==> src/rtl/ether_pkg.sv <==
// rtl/ether_pkg.sv - shared RMII framer types, constants and CRC bit step
`timescale 1ns/1ps
package ether_pkg;

    typedef enum logic [2:0] {
        IDLE,
        PRE,
        DEST,
        SRC,
        ETYPE,
        PAYLOAD,
        DROP
    } state_t;

    localparam logic [47:0] BCAST_MAC    = 48'hFF_FF_FF_FF_FF_FF;
    localparam logic [31:0] CRC_POLY     = 32'hEDB8_8320;
    localparam logic [31:0] CRC_INIT     = 32'hFFFF_FFFF;
    localparam logic [31:0] CRC_RESIDUE  = 32'hDEBB_20E3;
    localparam int          MAC_DIBITS   = 24;
    localparam int          ETYPE_DIBITS = 8;

    // One LSB-first step of the reflected CRC-32 register.
    function automatic logic [31:0] crc_bit(input logic [31:0] c, input logic b);
        return (c[0] ^ b) ? ((c >> 1) ^ CRC_POLY) : (c >> 1);
    endfunction

endpackage

==> src/rtl/crc32_dibit.sv <==
// rtl/crc32_dibit.sv - reflected CRC-32 register advanced one dibit per cycle
`timescale 1ns/1ps
module crc32_dibit
    import ether_pkg::*;
(
    input  logic        clk,
    input  logic        rst,
    input  logic        clear,
    input  logic        valid,
    input  logic [1:0]  din,
    output logic [31:0] crc
);

    logic [31:0] crc_q, crc_d;

    always_comb begin
        crc_d = crc_q;
        if (clear) begin
            crc_d = CRC_INIT;
        end else if (valid) begin
            crc_d = crc_bit(crc_bit(crc_q, din[0]), din[1]);
        end
    end

    always_ff @(posedge clk or posedge rst) begin
        if (rst) begin
            crc_q <= CRC_INIT;
        end else begin
            crc_q <= crc_d;
        end
    end

    assign crc = crc_q;

endmodule

==> src/rtl/ethernet_rx.sv <==
// rtl/ethernet_rx.sv - RMII receive framer: preamble/SFD, header parse, address filter, payload stream, FCS check
`timescale 1ns/1ps
module ethernet_rx
    import ether_pkg::*;
#(
    parameter int N       = 2,
    parameter int MIN_PRE = 4
) (
    input  logic          clk,
    input  logic          rst,
    input  logic [N-1:0]  rxd,
    input  logic          crsdv,
    input  logic [47:0]   my_mac,
    output logic          axiov,
    output logic [N-1:0]  axiod,
    output logic [47:0]   src_mac,
    output logic [15:0]   etype,
    output logic          frame_done,
    output logic          crc_ok
);

    localparam logic [3:0] MIN_PRE_C = 4'(MIN_PRE);

    state_t        state_q, state_d;
    logic [3:0]    pre_cnt_q, pre_cnt_d;
    logic [4:0]    cnt_q, cnt_d;
    logic [7:0]    byte_q, byte_d;
    logic [47:0]   field_q, field_d;
    logic [47:0]   src_mac_q, src_mac_d;
    logic [15:0]   etype_q, etype_d;
    logic          axiov_q, axiov_d;
    logic [N-1:0]  axiod_q, axiod_d;
    logic          frame_done_q, frame_done_d;
    logic          crc_ok_q, crc_ok_d;
    logic          armed_q, armed_d;
    logic          pay_seen_q, pay_seen_d;

    logic          crc_clear, crc_valid, hdr;
    logic [7:0]    byte_done;
    logic [47:0]   field_next;
    logic [31:0]   crc;

    crc32_dibit u_crc (
        .clk   (clk),
        .rst   (rst),
        .clear (crc_clear),
        .valid (crc_valid),
        .din   (rxd),
        .crc   (crc)
    );

    // Dibits fill a byte LSB-first; completed bytes shift in MSB-byte-first.
    assign byte_done  = {rxd, byte_q[7:2]};
    assign field_next = {field_q[39:0], byte_done};
    assign hdr        = crsdv && (state_q == DEST || state_q == SRC || state_q == ETYPE);

    always_comb begin
        state_d      = state_q;
        pre_cnt_d    = pre_cnt_q;
        cnt_d        = cnt_q;
        byte_d       = byte_q;
        field_d      = field_q;
        src_mac_d    = src_mac_q;
        etype_d      = etype_q;
        pay_seen_d   = pay_seen_q;
        axiov_d      = 1'b0;
        axiod_d      = '0;
        frame_done_d = 1'b0;
        crc_ok_d     = 1'b0;
        crc_clear    = 1'b0;
        crc_valid    = 1'b0;

        if (hdr) begin
            byte_d    = byte_done;
            crc_valid = 1'b1;
            cnt_d     = cnt_q + 5'd1;
            if (cnt_q[1:0] == 2'd3) field_d = field_next;
        end

        case (state_q)
            IDLE: begin
                if (crsdv && rxd == 2'b01 && armed_q) begin
                    state_d   = PRE;
                    pre_cnt_d = 4'd1;
                end
            end
            PRE: begin
                if (!crsdv) begin
                    state_d = IDLE;
                end else if (rxd == 2'b01) begin
                    pre_cnt_d = (pre_cnt_q == 4'hF) ? pre_cnt_q : pre_cnt_q + 4'd1;
                end else if (rxd == 2'b11 && pre_cnt_q >= MIN_PRE_C) begin
                    state_d   = DEST;
                    crc_clear = 1'b1;
                    cnt_d     = '0;
                end else begin
                    state_d = DROP;
                end
            end
            DEST: begin
                if (!crsdv) begin
                    state_d = IDLE;
                end else if (cnt_q == 5'(MAC_DIBITS - 1)) begin
                    cnt_d   = '0;
                    state_d = (field_next == my_mac || field_next == BCAST_MAC) ? SRC : DROP;
                end
            end
            SRC: begin
                if (!crsdv) begin
                    state_d = IDLE;
                end else if (cnt_q == 5'(MAC_DIBITS - 1)) begin
                    cnt_d     = '0;
                    src_mac_d = field_next;
                    state_d   = ETYPE;
                end
            end
            ETYPE: begin
                if (!crsdv) begin
                    state_d = IDLE;
                end else if (cnt_q == 5'(ETYPE_DIBITS - 1)) begin
                    cnt_d      = '0;
                    etype_d    = field_next[15:0];
                    pay_seen_d = 1'b0;
                    state_d    = PAYLOAD;
                end
            end
            PAYLOAD: begin
                if (crsdv) begin
                    axiov_d    = 1'b1;
                    axiod_d    = rxd;
                    crc_valid  = 1'b1;
                    pay_seen_d = 1'b1;
                end else begin
                    state_d      = IDLE;
                    frame_done_d = 1'b1;
                    crc_ok_d     = pay_seen_q && (crc == CRC_RESIDUE);
                end
            end
            default: begin
                if (!crsdv) state_d = IDLE;
            end
        endcase

        // A preamble is only honoured after carrier has been seen low, so a
        // reset in mid-frame cannot lock onto stray 01 dibits in the payload.
        armed_d = !crsdv || (armed_q && state_d == IDLE);
    end

    always_ff @(posedge clk or posedge rst) begin
        if (rst) begin
            state_q      <= IDLE;
            pre_cnt_q    <= '0;
            cnt_q        <= '0;
            byte_q       <= '0;
            field_q      <= '0;
            src_mac_q    <= '0;
            etype_q      <= '0;
            axiov_q      <= 1'b0;
            axiod_q      <= '0;
            frame_done_q <= 1'b0;
            crc_ok_q     <= 1'b0;
            armed_q      <= 1'b0;
            pay_seen_q   <= 1'b0;
        end else begin
            state_q      <= state_d;
            pre_cnt_q    <= pre_cnt_d;
            cnt_q        <= cnt_d;
            byte_q       <= byte_d;
            field_q      <= field_d;
            src_mac_q    <= src_mac_d;
            etype_q      <= etype_d;
            axiov_q      <= axiov_d;
            axiod_q      <= axiod_d;
            frame_done_q <= frame_done_d;
            crc_ok_q     <= crc_ok_d;
            armed_q      <= armed_d;
            pay_seen_q   <= pay_seen_d;
        end
    end

    assign axiov      = axiov_q;
    assign axiod      = axiod_q;
    assign src_mac    = src_mac_q;
    assign etype      = etype_q;
    assign frame_done = frame_done_q;
    assign crc_ok     = crc_ok_q;

endmodule

==> config.mk <==
export PLATFORM = sky130hd
export DESIGN_NAME = ethernet_rx
export DESIGN_NICKNAME = d
export VERILOG_FILES = /design/src/rtl/ether_pkg.sv /design/src/rtl/crc32_dibit.sv /design/src/rtl/ethernet_rx.sv
export SDC_FILE = /design/constraint.sdc
export NUM_CORES = 1
export LEC_CHECK = 0
export ABC_AREA = 1
export BUFFER_PORTS_ARGS = -buffer_cell sky130_fd_sc_hd__buf_2
export CAP_MARGIN = 20
export CORE_ASPECT_RATIO = 0.6
export CORE_MARGIN = 3
export CORE_UTILIZATION = 50
export DETAILED_ROUTE_END_ITERATION = 8
export PLACE_DENSITY = 0.84
export SLEW_MARGIN = 20
export SYNTH_ARGS = -nofsm -noshare
export SYNTH_HDL_FRONTEND = slang
export SYNTH_SLANG_ARGS = --single-unit
==> constraint.sdc <==
create_clock -name clk -period 5.9 [get_ports clk]
set_input_delay 0.295 -clock clk [delete_from_list [all_inputs] [get_ports clk]]
set_output_delay 0.295 -clock clk [all_outputs]
set_load 0.05 [all_outputs]
Word-level counts from Yosys, hierarchy flattened
Cells that the tools add are included.
Widths: inputs -> output; s select.

storage, ports and cells
  flip-flop bits (word level) = 163
  input bits = 53
  logic and storage cells = 114

cells by class
  add/sub/neg operators = 2
  order comparisons = 1
  eq/ne operators = 21
  muxes and demuxes = 50
  bitwise operators = 4
  reduce and logical (&&, ||, !) cells = 22

operators with widths
  kind                  number
  $mux 32               4
  $eq 48x48->1          1
  $eq 48x48->1 const B  1
  $mux 5                8
  $mux 3                12
  $eq 32x32->1 const B  1
  $not 13->14           2
  $mux 1                16
  $mux 4                4
  $pmux 3 s5            1
  $pmux 5 s3            1
  $ne 2x2->1 const B    6
  $pmux 4 s2            1
  $eq 3x2->1 const B    2
  $eq 3x3->1 const B    2
  $logic_and 1x1->1     6
  $logic_not 3->1       2
  $reduce_and 3->1      2
  $reduce_bool 2->1     3
  $add 5x1->5 const B   1
  $eq 5x3->1 const B    1
  $eq 5x5->1 const B    1
  $reduce_and 5->1      1
  $add 4x1->4 const B   1
  other kinds (14)      20

Longest topological paths before layout
Gate-level depths: netlist of the first run.

  depth in word-level cells = 9
  depth in mapped cells = 13
  mapped depth without buffers = 13

By module
From an unflattened synthesis of the first run, not the netlist that was laid out.

second synthesis, totals
  cells, all modules = 888
  area, all modules = 7592.3 µm²

modules (own cells, without submodules)
  module       instances  cells an instance  area an instance (µm²)
  ethernet_rx  1          675                5923.2
  crc32_dibit  1          213                1669.1

Worst setup path after synthesis of the first run
OpenSTA, ideal clock, no wires.

  path kind = register -> register
  from = register cnt_q[0]
  to = register armed_q
  setup time = 78 ps
  arrival time = 1509 ps
  data required time = 5822 ps
  slack = 4313 ps
  cell stages (with the launch flop) = 11
  clock period less this slack = 1587 ps
  path through = dfrtp_1 -> ha_1 -> nand2_1 -> nor2_1 -> nand2_2 -> nor2_1 -> nand2_2 -> inv_2 -> nor3_1 -> nand4_1 -> o21bai_1

between the ends
  longest elaborated chain between the ends = 7
  elaborated cells on any way between the ends = 12

ends and longest elaborated chain
  item                                             line                                                        source
  start, declared                                  ethernet_rx.sv:26                                           logic [4:0] cnt_q, cnt_d;
  start signal, assigned                           ethernet_rx.sv:167                                          cnt_q <= cnt_d;
  $eq 5x3->1 / $eq 5x5->1 (equally long branches)  ethernet_rx.sv:120, ethernet_rx.sv:103, ethernet_rx.sv:111
  $mux 3, on equally long branches                 ethernet_rx.sv:120, ethernet_rx.sv:103, ethernet_rx.sv:111
  $mux 3, on equally long branches                 ethernet_rx.sv:118, ethernet_rx.sv:101, ethernet_rx.sv:109
  $pmux 3 s5 *                                     ethernet_rx.sv:80                                           case (state_q)
  $logic_not 3->1 *                                ethernet_rx.sv:146                                          armed_d = !crsdv || (armed_q && state_d == IDLE);
  $logic_and 1x1->1 *                              ethernet_rx.sv:146
  $logic_or 1x1->1 *                               ethernet_rx.sv:146
  via armed_d                                      ethernet_rx.sv:35                                           logic armed_q, armed_d;
  end signal, assigned                             ethernet_rx.sv:176                                          armed_q <= armed_d;
  end, declared                                    ethernet_rx.sv:35

Mark *: on every way through the listed nets, which the timed path passes. The rest lies on a longest branch.
A chain may end at the register's enable or synchronous reset.

Final worst setup path of the first run
  from = register cnt_q[0]
  to = register src_mac_q[18], in the netlist src_mac[18]

between the ends
  longest elaborated chain between the ends = 2

ends and longest elaborated chain
  item                               line                source
  $eq 5x5->1                         ethernet_rx.sv:111  end else if (cnt_q == 5'(MAC_DIBITS - 1)) begin
  $reduce_and 3->1 (no source line)  -
  end signal, assigned               ethernet_rx.sv:170  src_mac_q <= src_mac_d;
  end, declared                      ethernet_rx.sv:29   logic [47:0] src_mac_q, src_mac_d;

No other way between the ends.

==> impl_metrics.py, run 1 <==
metrics = {
    "power_and_ir_drop": {
        "p_int_mw": 2.25,
        "p_leak_nw": 4.29,
        "power_switching_mw": 1.01,
        "sw_frac_of_total_pct": 31.1,
        "p_comb_share_pct": 19.0,
        "power_frac_clock_pct": 35.7,
        "pwr-share-seq_pct": 45.3,
        "p_per_area_nw_per_um2": 362,
        "ir_drop_v": 0.000188,
    },
    "route": {
        "drc_errors": 0,
        "postRouteAntennaNets": 0,
        "firstDrtPassIters": 5,
        "dr_total_vias": 6265,
        "drt-total-wl_mm": 19.4,
        "drt_iter0_drc": 572,
        "post_drt_via_cell_ratio": 5.31,
        "wire_per_inst_um": 16.4,
    },
    "outcome": {
        "outcome": "finished, final reports clean",
    },
    "timing": {
        "setup_tns_ps": 0,
        "period_needed_ps": 2410,
        "fmax_mhz": 415,
        "final-setup-viol-count": 0,
        "rsz0062_at_grt": "no",
        "period_share_pct": 40.8,
        "slew_headroom_pct": 31.2,
        "fin_skew_ps": 11.8,
        "finalMaxSlewViolations": 0,
        "hold_viol": 0,
        "worst_pin_slew_ps": 1030,
    },
    "die": {
        "io_pins": 122,
        "rows": 34,
        "die_area_sq_um": 17100,
        "start_util_pct": 52.3,
        "die_y_um": 102,
        "core_area_sq_um": 14800,
        "die_w_um": 167,
    },
    "setup_path": {
        "crit_fanout": 58,
        "critPathRequiredTime_ps": 6240,
        "start_kind": "flop",
        "arrival_ps": 2750,
        "end_kind": "flop",
        "regToRegSetupSlack_ps": 3490,
        "criticalPathCategory": "flop to flop",
    },
    "grt": {
        "grt_first_pass_wirelength_mm": 30.7,
        "grt_max_degree": 110,
        "grt_overflow": 0,
        "grt_use_total_pct": 23.0,
        "grt_pass1_vias": 5806,
        "antenna_found_initial": 0,
    },
    "yosys": {
        "ys_seq_elements": 161,
        "yosys_warnings": 0,
        "synth_cell_type_count": 35,
        "synth_cells": 859,
        "ys_seq_area_share_pct": 52.6,
        "synth_nets": 914,
        "synth_area_sq_um": 7740,
        "synth.avg_cell_area_sq_um": 9.01,
    },
    "cells_and_area": {
        "post-route-cell-area_sq_um": 9020,
        "final_cell_mix": "nand2_1 (217), dfrtp_1 (129), buf_2 (121), inv_1 (88), o21ai_1 (61)",
        "final_common_cell": "nand2_1",
        "layout-drive-gt1-share_pct": 27.5,
        "fill_cells": 1246,
        "area_growth_pct": 16.6,
        "nets": 1024,
        "diodes": 0,
    },
    "clock_network": {
        "htreeDepth": 4,
        "cts_root_buffer": "clkbuf_16",
        "holdBufCountCts": 0,
        "cts_setup_buffers": 0,
        "clock_latency_ps": 430,
        "cts_tree": "done",
        "numCtsBuffers": 17,
        "clockBufferDepth": 2,
        "cts_resized": 0,
        "cts_sinks": 161,
        "clk_pin_slew_ps": 60,
    },
    "place": {
        "dpl.hpwl_mm": 13.6,
        "place.gp.congestion": 0.849,
        "placed_area_sq_um": 8390,
        "port_buffers": 121,
    },
    "flow_run": {
        "max-cap-violations": 0,
    },
    "hold_path": {
        "min_path_type": "primary input to async pin",
    },
}
[final cells by class]
class | count | area, sq um | share of cell area (%)
clock inverters | 15 | 201 | 2.23
flip-flops and latches | 161 | 4070 | 45.1
multi-input cells | 559 | 3050 | 33.8
inverters | 107 | 409 | 4.54
repair buffers | 123 | 621 | 6.88
well taps | 198 | 248 | 2.75
clock buffers | 17 | 425 | 4.72
[power by group through the flow]
stage | Combinational (mW) | Sequential [mW] | Clock [mW]
after floorplan | 0.477 | 1.45 | 0
after global placement | 0.586 | 1.48 | 0
after detailed placement | 0.608 | 1.49 | 0
after CTS | 0.616 | 1.47 | 1.18
after global routing | 0.692 | 1.50 | 1.23
final | 0.619 | 1.48 | 1.17
[routing by layer]
layer  wire, um  track usage [%]  vias up
li1           -                -     2996
met1       9230             34.4     2972
met2       8150             33.0      265
met3       1620             5.84       32
met4        395             7.67        0
met5          0                0        -
[per-stage QoR]
stage                     power [mW]  worst slack (ps)  util (%)  cells  hold WS [ps]
after floorplan                 1.92              1310         -    859           442
after global placement          2.07              3650      56.7   1148           460
after detailed placement        2.09              3550      56.7   1148           469
after CTS                       3.27              3510      60.9   1180           127
after global routing            3.42              3270      60.9   1180           165
final                           3.26              3490      60.9   1180          81.6
[registers in the layout (all words and copies together), names as in the netlist]
register / count
axiov: 1
u_crc.crc: 32
axiod: 2
frame_done: 1
etype: 16
state_q: 3
byte_q: 6
cnt_q: 5
pre_cnt_q: 4
field_q: 40
armed_q: 1
pay_seen_q: 1
crc_ok: 1
src_mac: 48
[synthesized netlist by cell type (all sizes together)]
master / n / share of area [%]
nand2: 229 / 12
dfrtp: 129 / 42
o21ai: 125 / 10
inv: 107 / 5.2
nor2: 58 / 3.4
xnor2: 40 / 4.5
dfstp: 32 / 11
buf: 30 / 2.7
nand4: 24 / 1.9
o211ai: 22 / 2.1
nor3: 14 / 1.1
nand3: 12 / 0.78
xor2: 11 / 1.2
o221ai: 6 / 0.68
a21oi: 5 / 0.32
a31oi: 3 / 0.32
nor3b: 3 / 0.29
nor4: 3 / 0.24
clkbuf: 2 / 0.097
ha: 2 / 0.32
o21bai: 1 / 0.097
o22ai: 1 / 0.081
[final timing paths]
path / startpoint / end / depth (start not counted)
worst max-delay path: cnt_q[0] / src_mac[18] / 9
max in group asynchronous: rst / pre_cnt_q[0] / 3
worst min register to register: src_mac[44] / src_mac[44] / 2
min in group clk: crsdv / frame_done / 2
worst min-delay path: rst / etype[7] / 2
worst max register to register: cnt_q[0] / src_mac[18] / 9
[critical path, stage by stage (launching register included)]
cell and delay, ps:
dfrtp_1 430, ha_1 270, nand2_1 80, nor2_1 50, nand2_2 100, nor2_1 70
nand2_2 440, buf_4 600, nand2_1 110, o21ai_1 120
[cell families after synthesis]
group,Yosys count,synth area share (%)
AOI/OAI and AO/OA,163,13.7
xor gates and xnor gates,51,5.77
adders and majority gates,2,0.323
buffers and inverters,139,8.05
DFF,161,52.6
and+or+nand+nor,343,19.6
Note: power is estimated with default switching activity, not from simulation.
==> run 2, diff against run 1 <==
==> constraint.sdc (replaced) <==
create_clock -name clk -period 2.4 [get_ports clk]
set_input_delay 0.12 -clock clk [delete_from_list [all_inputs] [get_ports clk]]
set_output_delay 0.12 -clock clk [all_outputs]
set_load 0.05 [all_outputs]
==> impl_metrics.py, run 2 (synthesis gave the netlist of run 1 again) <==
metrics = {
    "cells_and_area": {
        "final_cell_mix": "nand2_1 (217), dfrtp_1 (129), buf_2 (121), inv_1 (88), o21ai_1 (61)",
        "diodes": 0,
        "fill_cells": 1224,
        "area_growth_pct": 17.5,
        "final_common_cell": "nand2_1",
        "nets": 1033,
        "largest_reg_flops": 48,
        "fin_util_pct": 61.4,
        "layout-drive-gt1-share_pct": 28.0,
    },
    "timing": {
        "period_share_pct": 84.1,
        "hold_viol": 0,
        "setup_tns_ps": 0,
        "final-setup-viol-count": 0,
        "rsz0062_at_grt": "no",
        "finalMaxSlewViolations": 0,
        "worst_pin_slew_ps": 741,
        "fin_skew_ps": 13.2,
        "hold_ws_ps": 129,
        "fmax_mhz": 495,
        "slew_headroom_pct": 50.6,
        "period_needed_ps": 2020,
    },
    "die": {
        "die_w_um": 167,
        "start_util_pct": 52.3,
        "core_area_sq_um": 14800,
        "die_area_sq_um": 17100,
        "die_y_um": 102,
        "io_pins": 122,
        "rows": 34,
    },
    "clock_network": {
        "cts_sinks": 161,
        "cts_setup_buffers": 0,
        "clockBufferDepth": 2,
        "cts_tree": "done",
        "htreeDepth": 4,
        "clk_pin_slew_ps": 70,
        "numCtsBuffers": 17,
        "clock_latency_ps": 420,
        "cts_root_buffer": "clkbuf_16",
    },
    "route": {
        "postRouteAntennaNets": 0,
        "drc_errors": 0,
        "wire_per_inst_um": 16.4,
        "drt_iter0_drc": 532,
        "post_drt_via_cell_ratio": 5.29,
        "firstDrtPassIters": 5,
        "drt-total-wl_mm": 19.5,
        "dr_total_vias": 6293,
    },
    "power_and_ir_drop": {
        "power_mw": 7.85,
        "p_leak_nw": 4.32,
        "p_per_area_nw_per_um2": 863,
        "ir_drop_v": 0.000437,
    },
    "setup_path": {
        "crit_fanout": 76,
        "crit_slowest_cell": "buf_4",
        "crit_buf_inv": 1,
        "cpPeakStageDelay_ps": 590,
        "r2r_cells": 9,
        "arrival_ps": 2360,
        "regToRegSetupSlack_ps": 380,
        "r2r_end": "src_mac[15]",
        "end_kind": "flop",
        "criticalPathCategory": "flop to flop",
        "crit_chain": "ha_1, nand2_1, nor2_1, nand2_2, nor2_1, nand2_2, buf_4, nand2_1, o21ai_1",
        "start_kind": "flop",
        "cpLargestDelayFamily": "buffers and inverters",
        "r2r_start": "cnt_q[0]",
        "critPathRequiredTime_ps": 2740,
    },
    "flow_run": {
        "max-cap-violations": 0,
    },
    "grt": {
        "antenna_found_initial": 0,
        "grt_max_degree": 82,
        "grt_pass1_vias": 6009,
        "grt_use_total_pct": 23.9,
        "grt_overflow": 0,
        "grt_first_pass_wirelength_mm": 32.1,
    },
    "place": {
        "place.gp.congestion": 0.870,
        "dpl.hpwl_mm": 14.0,
        "port_buffers": 121,
    },
    "outcome": {
        "outcome": "finished, final reports clean",
    },
    "hold_path": {
        "hp-start": "crsdv",
        "min_path_type": "primary input to flop",
        "hold_depth": 3,
        "whs_endpoint": "axiov",
    },
}
## run 2: power by group
group | total (mW) | switching, mW | internal [mW]
Sequential | 3.63 | 0.323 | 3.30
Combinational | 1.56 | 0.987 | 0.570
Clock | 2.67 | 1.16 | 1.51
Total | 7.85 | 2.47 | 5.38
## run 2: tightest hold or removal path, cell delays in order
cell    delay (ps)
buf_2          190
inv_2          120
nor2_2          70
## run 2: worst max-delay path by stage
stage	start	to	slack (ps)	depth (start not counted)
6_report	cnt_q[0]	src_mac[15]	380	9
5_1_grt	cnt_q[0]	src_mac[39]	130	9
4_1_cts	cnt_q[0]	src_mac[15]	400	9
3_5_place_dp	cnt_q[0]	src_mac[18]	430	9
3_3_place_gp	cnt_q[0]	src_mac[40]	520	9
2_1_floorplan	rst	armed_q	260	1
## run 2: final cells by class
class | instances | area (sq um) | area share [%]
Tap cell | 198 | 248 | 2.72
Sequential cell | 161 | 4070 | 44.7
Multi-Input combinational cell | 559 | 3050 | 33.5
Clock buffer | 20 | 457 | 5.02
Timing Repair Buffer | 132 | 741 | 8.15
Clock inverter | 12 | 124 | 1.36
Inverter | 107 | 408 | 4.49
## run 2: what timing repair did
item	in CTS	in global routing
resized for setup	0	0
hold endpoints to repair	20	0
hold buffers	1	0
## run 2: metrics by stage
step / worst slack (ps) / cells / cell area [sq um]
floorplan: 263 / 859 / 7740
global placement: 520 / 1156 / 8500
detailed placement: 426 / 1156 / 8500
CTS: 403 / 1189 / 9090
global route: 132 / 1189 / 9090
finish: 381 / 1189 / 9090
## run 2: per-layer routing
layer,routed length [um],global-route usage (%),part of all wire (%)
met1,9490,36.1,49
met5,0,0,0
met2,8250,34.6,42
met4,226,6.46,1.2
met3,1560,5.95,8.0
==> run 3, diff against run 2 <==
--- a/config.mk
+++ b/config.mk
@@ -12,7 +12,7 @@
 export CORE_MARGIN = 3
 export CORE_UTILIZATION = 50
 export DETAILED_ROUTE_END_ITERATION = 8
-export PLACE_DENSITY = 0.84
+export PLACE_DENSITY = 0.87
 export SLEW_MARGIN = 20
 export SYNTH_ARGS = -nofsm -noshare
 export SYNTH_HDL_FRONTEND = slang
==> constraint.sdc (replaced) <==
create_clock -name clk -period 1.8 [get_ports clk]
set_input_delay 0.09 -clock clk [delete_from_list [all_inputs] [get_ports clk]]
set_output_delay 0.09 -clock clk [all_outputs]
set_load 0.05 [all_outputs]
==> impl_metrics.py, run 3 (synthesis gave the netlist of run 1 again) <==
metrics = {
    "die": {
        "die_w_um": 167,
        "die_area_sq_um": 17100,
        "core_area_sq_um": 14800,
        "io_pins": 122,
        "start_util_pct": 52.3,
        "rows": 34,
        "die_y_um": 102,
    },
    "setup_path": {
        "end_kind": "flop",
        "arrival_ps": 2060,
        "criticalPathCategory": "flop to flop",
        "critPathRequiredTime_ps": 2140,
        "start_kind": "flop",
        "crit_fanout": 7,
    },
    "clock_network": {
        "numCtsBuffers": 17,
        "clk_pin_slew_ps": 60,
        "cts_tree": "done",
        "htreeDepth": 4,
        "clock_latency_ps": 420,
        "cts_root_buffer": "clkbuf_16",
        "cts_sinks": 161,
        "clockBufferDepth": 2,
    },
    "power_and_ir_drop": {
        "p_per_area_nw_per_um2": 1170,
        "power_mw": 11.0,
        "p_int_mw": 7.66,
        "ir_drop_v": 0.000577,
        "pwr-share-seq_pct": 43.9,
        "power_switching_mw": 3.33,
        "p_comb_share_pct": 20.5,
        "p_leak_nw": 4.43,
        "power_frac_clock_pct": 35.5,
        "sw_frac_of_total_pct": 30.3,
    },
    "timing": {
        "period_needed_ps": 1710,
        "timing.final.ws_setup_ps": 89.6,
        "hold_viol": 0,
        "rsz0062_at_grt": "yes",
        "period_share_pct": 95.0,
        "worst_pin_slew_ps": 436,
        "fin_skew_ps": 6.38,
        "slew_headroom_pct": 70.9,
        "finalMaxSlewViolations": 0,
        "fmax_mhz": 585,
        "final-setup-viol-count": 0,
    },
    "route": {
        "postRouteAntennaNets": 0,
        "post_drt_via_cell_ratio": 5.41,
        "wire_per_inst_um": 17.4,
        "dr_total_vias": 6505,
        "firstDrtPassIters": 6,
        "drt-total-wl_mm": 21.0,
        "drt_iter0_drc": 607,
        "drc_errors": 0,
    },
    "cells_and_area": {
        "area_growth_pct": 20.9,
        "final_common_cell": "nand2_1",
        "largest_reg_flops": 48,
        "finalNonFillerCells": 1202,
        "nets": 1046,
        "layout-drive-gt1-share_pct": 30.0,
        "final_cell_mix": "nand2_1 (217), dfrtp_1 (126), buf_2 (121), inv_1 (88), o21ai_1 (62)",
        "fill_cells": 1175,
        "diodes": 0,
        "post-route-cell-area_sq_um": 9360,
    },
    "grt": {
        "grt_use_total_pct": 24.2,
        "antenna_found_initial": 2,
        "grt_pass1_vias": 6159,
        "grt_max_degree": 81,
        "grt_first_pass_wirelength_mm": 32.3,
        "grt_overflow": 0,
    },
    "hold_path": {
        "min_path_type": "primary input to flop",
    },
    "place": {
        "post-place-ws_ps": 106,
        "place.gp.congestion": 0.884,
        "placed_area_sq_um": 8620,
        "dp.cells": 1166,
        "port_buffers": 121,
        "dpl.hpwl_mm": 14.1,
    },
    "outcome": {
        "outcome": "finished, final reports clean",
    },
    "flow_run": {
        "max-cap-violations": 0,
    },
}
==> run 3: cell types whose count changed in the layout (fill, tap and decap cells not counted), moves of 3 or more <==
cell       change
buf_4          +8
bufinv_16      +3
dfrtp_1        -3
dfrtp_2        +3
nor2_1         -6
nor2_2         +5
==> run 3: metal layers <==
metal / global-route usage (%) / part of all wire [%]
met5: 0 / 0.11
met4: 6.34 / 1.9
met3: 6.26 / 8.6
met2: 36.9 / 44
met1: 35.1 / 46
==> run 3: per-stage QoR <==
step / util, % / hold WS, ps / TNS, ps
floorplan: - / 251 / -39560
global placement: 58.2 / 55.1 / 0
detailed placement: 58.2 / 55.3 / 0
CTS: 62.6 / 77.6 / 0
global route: 63.2 / 108 / -338
finish: 63.2 / 101 / 0
==> run 3: timing repair <==
item | in CTS | in global routing
hold buffers | 1 | 0
endpoints found under the hold margin | 86 | 0
setup buffers | 0 | 2
endpoints found under the setup margin | 0 | 89
gates resized for setup | 0 | 18
==> run 3: worst paths after layout <==
| kind | startpoint | to | slack [ps] | cells after the start |
|---|---|---|---|---|
| worst max-delay path | cnt_q[0] | armed_q | 90 | 10 |
| worst min-delay path | crsdv | axiov | 100 | 3 |
| worst max register to register | cnt_q[0] | armed_q | 90 | 10 |
| worst min register to register | src_mac[4] | src_mac[4] | 490 | 2 |
| max in group asynchronous | rst | u_crc.crc[14] | 910 | 4 |
| min in group asynchronous | rst | etype[6] | 170 | 3 |
==> run 3: critical path: stages, from the launching register on <==
cell	delay, ps
dfrtp_1	410
ha_1	250
nand2_1	90
nor2_2	40
nand2_2	110
nor2_2	60
nand2_2	110
inv_2	100
nor3_2	210
nand4_1	120
o21bai_1	140
==> run 3: power by group through the flow <==
stage	clock network, mW	registers (mW)	logic (mW)
after global routing	4.09	4.90	2.49
final	3.90	4.83	2.26
after floorplan	0	4.74	1.56
after detailed placement	0	4.86	2.14
after CTS	3.93	4.81	2.18
after global placement	0	4.83	2.08
==> run 3: layout make-up <==
class | instances | area [sq um] | share of cell area, %
Sequential cell | 161 | 4070 | 43.5
Multi-Input combinational cell | 559 | 3090 | 33.0
Timing Repair Buffer | 145 | 905 | 9.67
Inverter | 107 | 410 | 4.39
Tap cell | 198 | 248 | 2.65
Clock inverter | 12 | 180 | 1.93
Clock buffer | 20 | 457 | 4.88
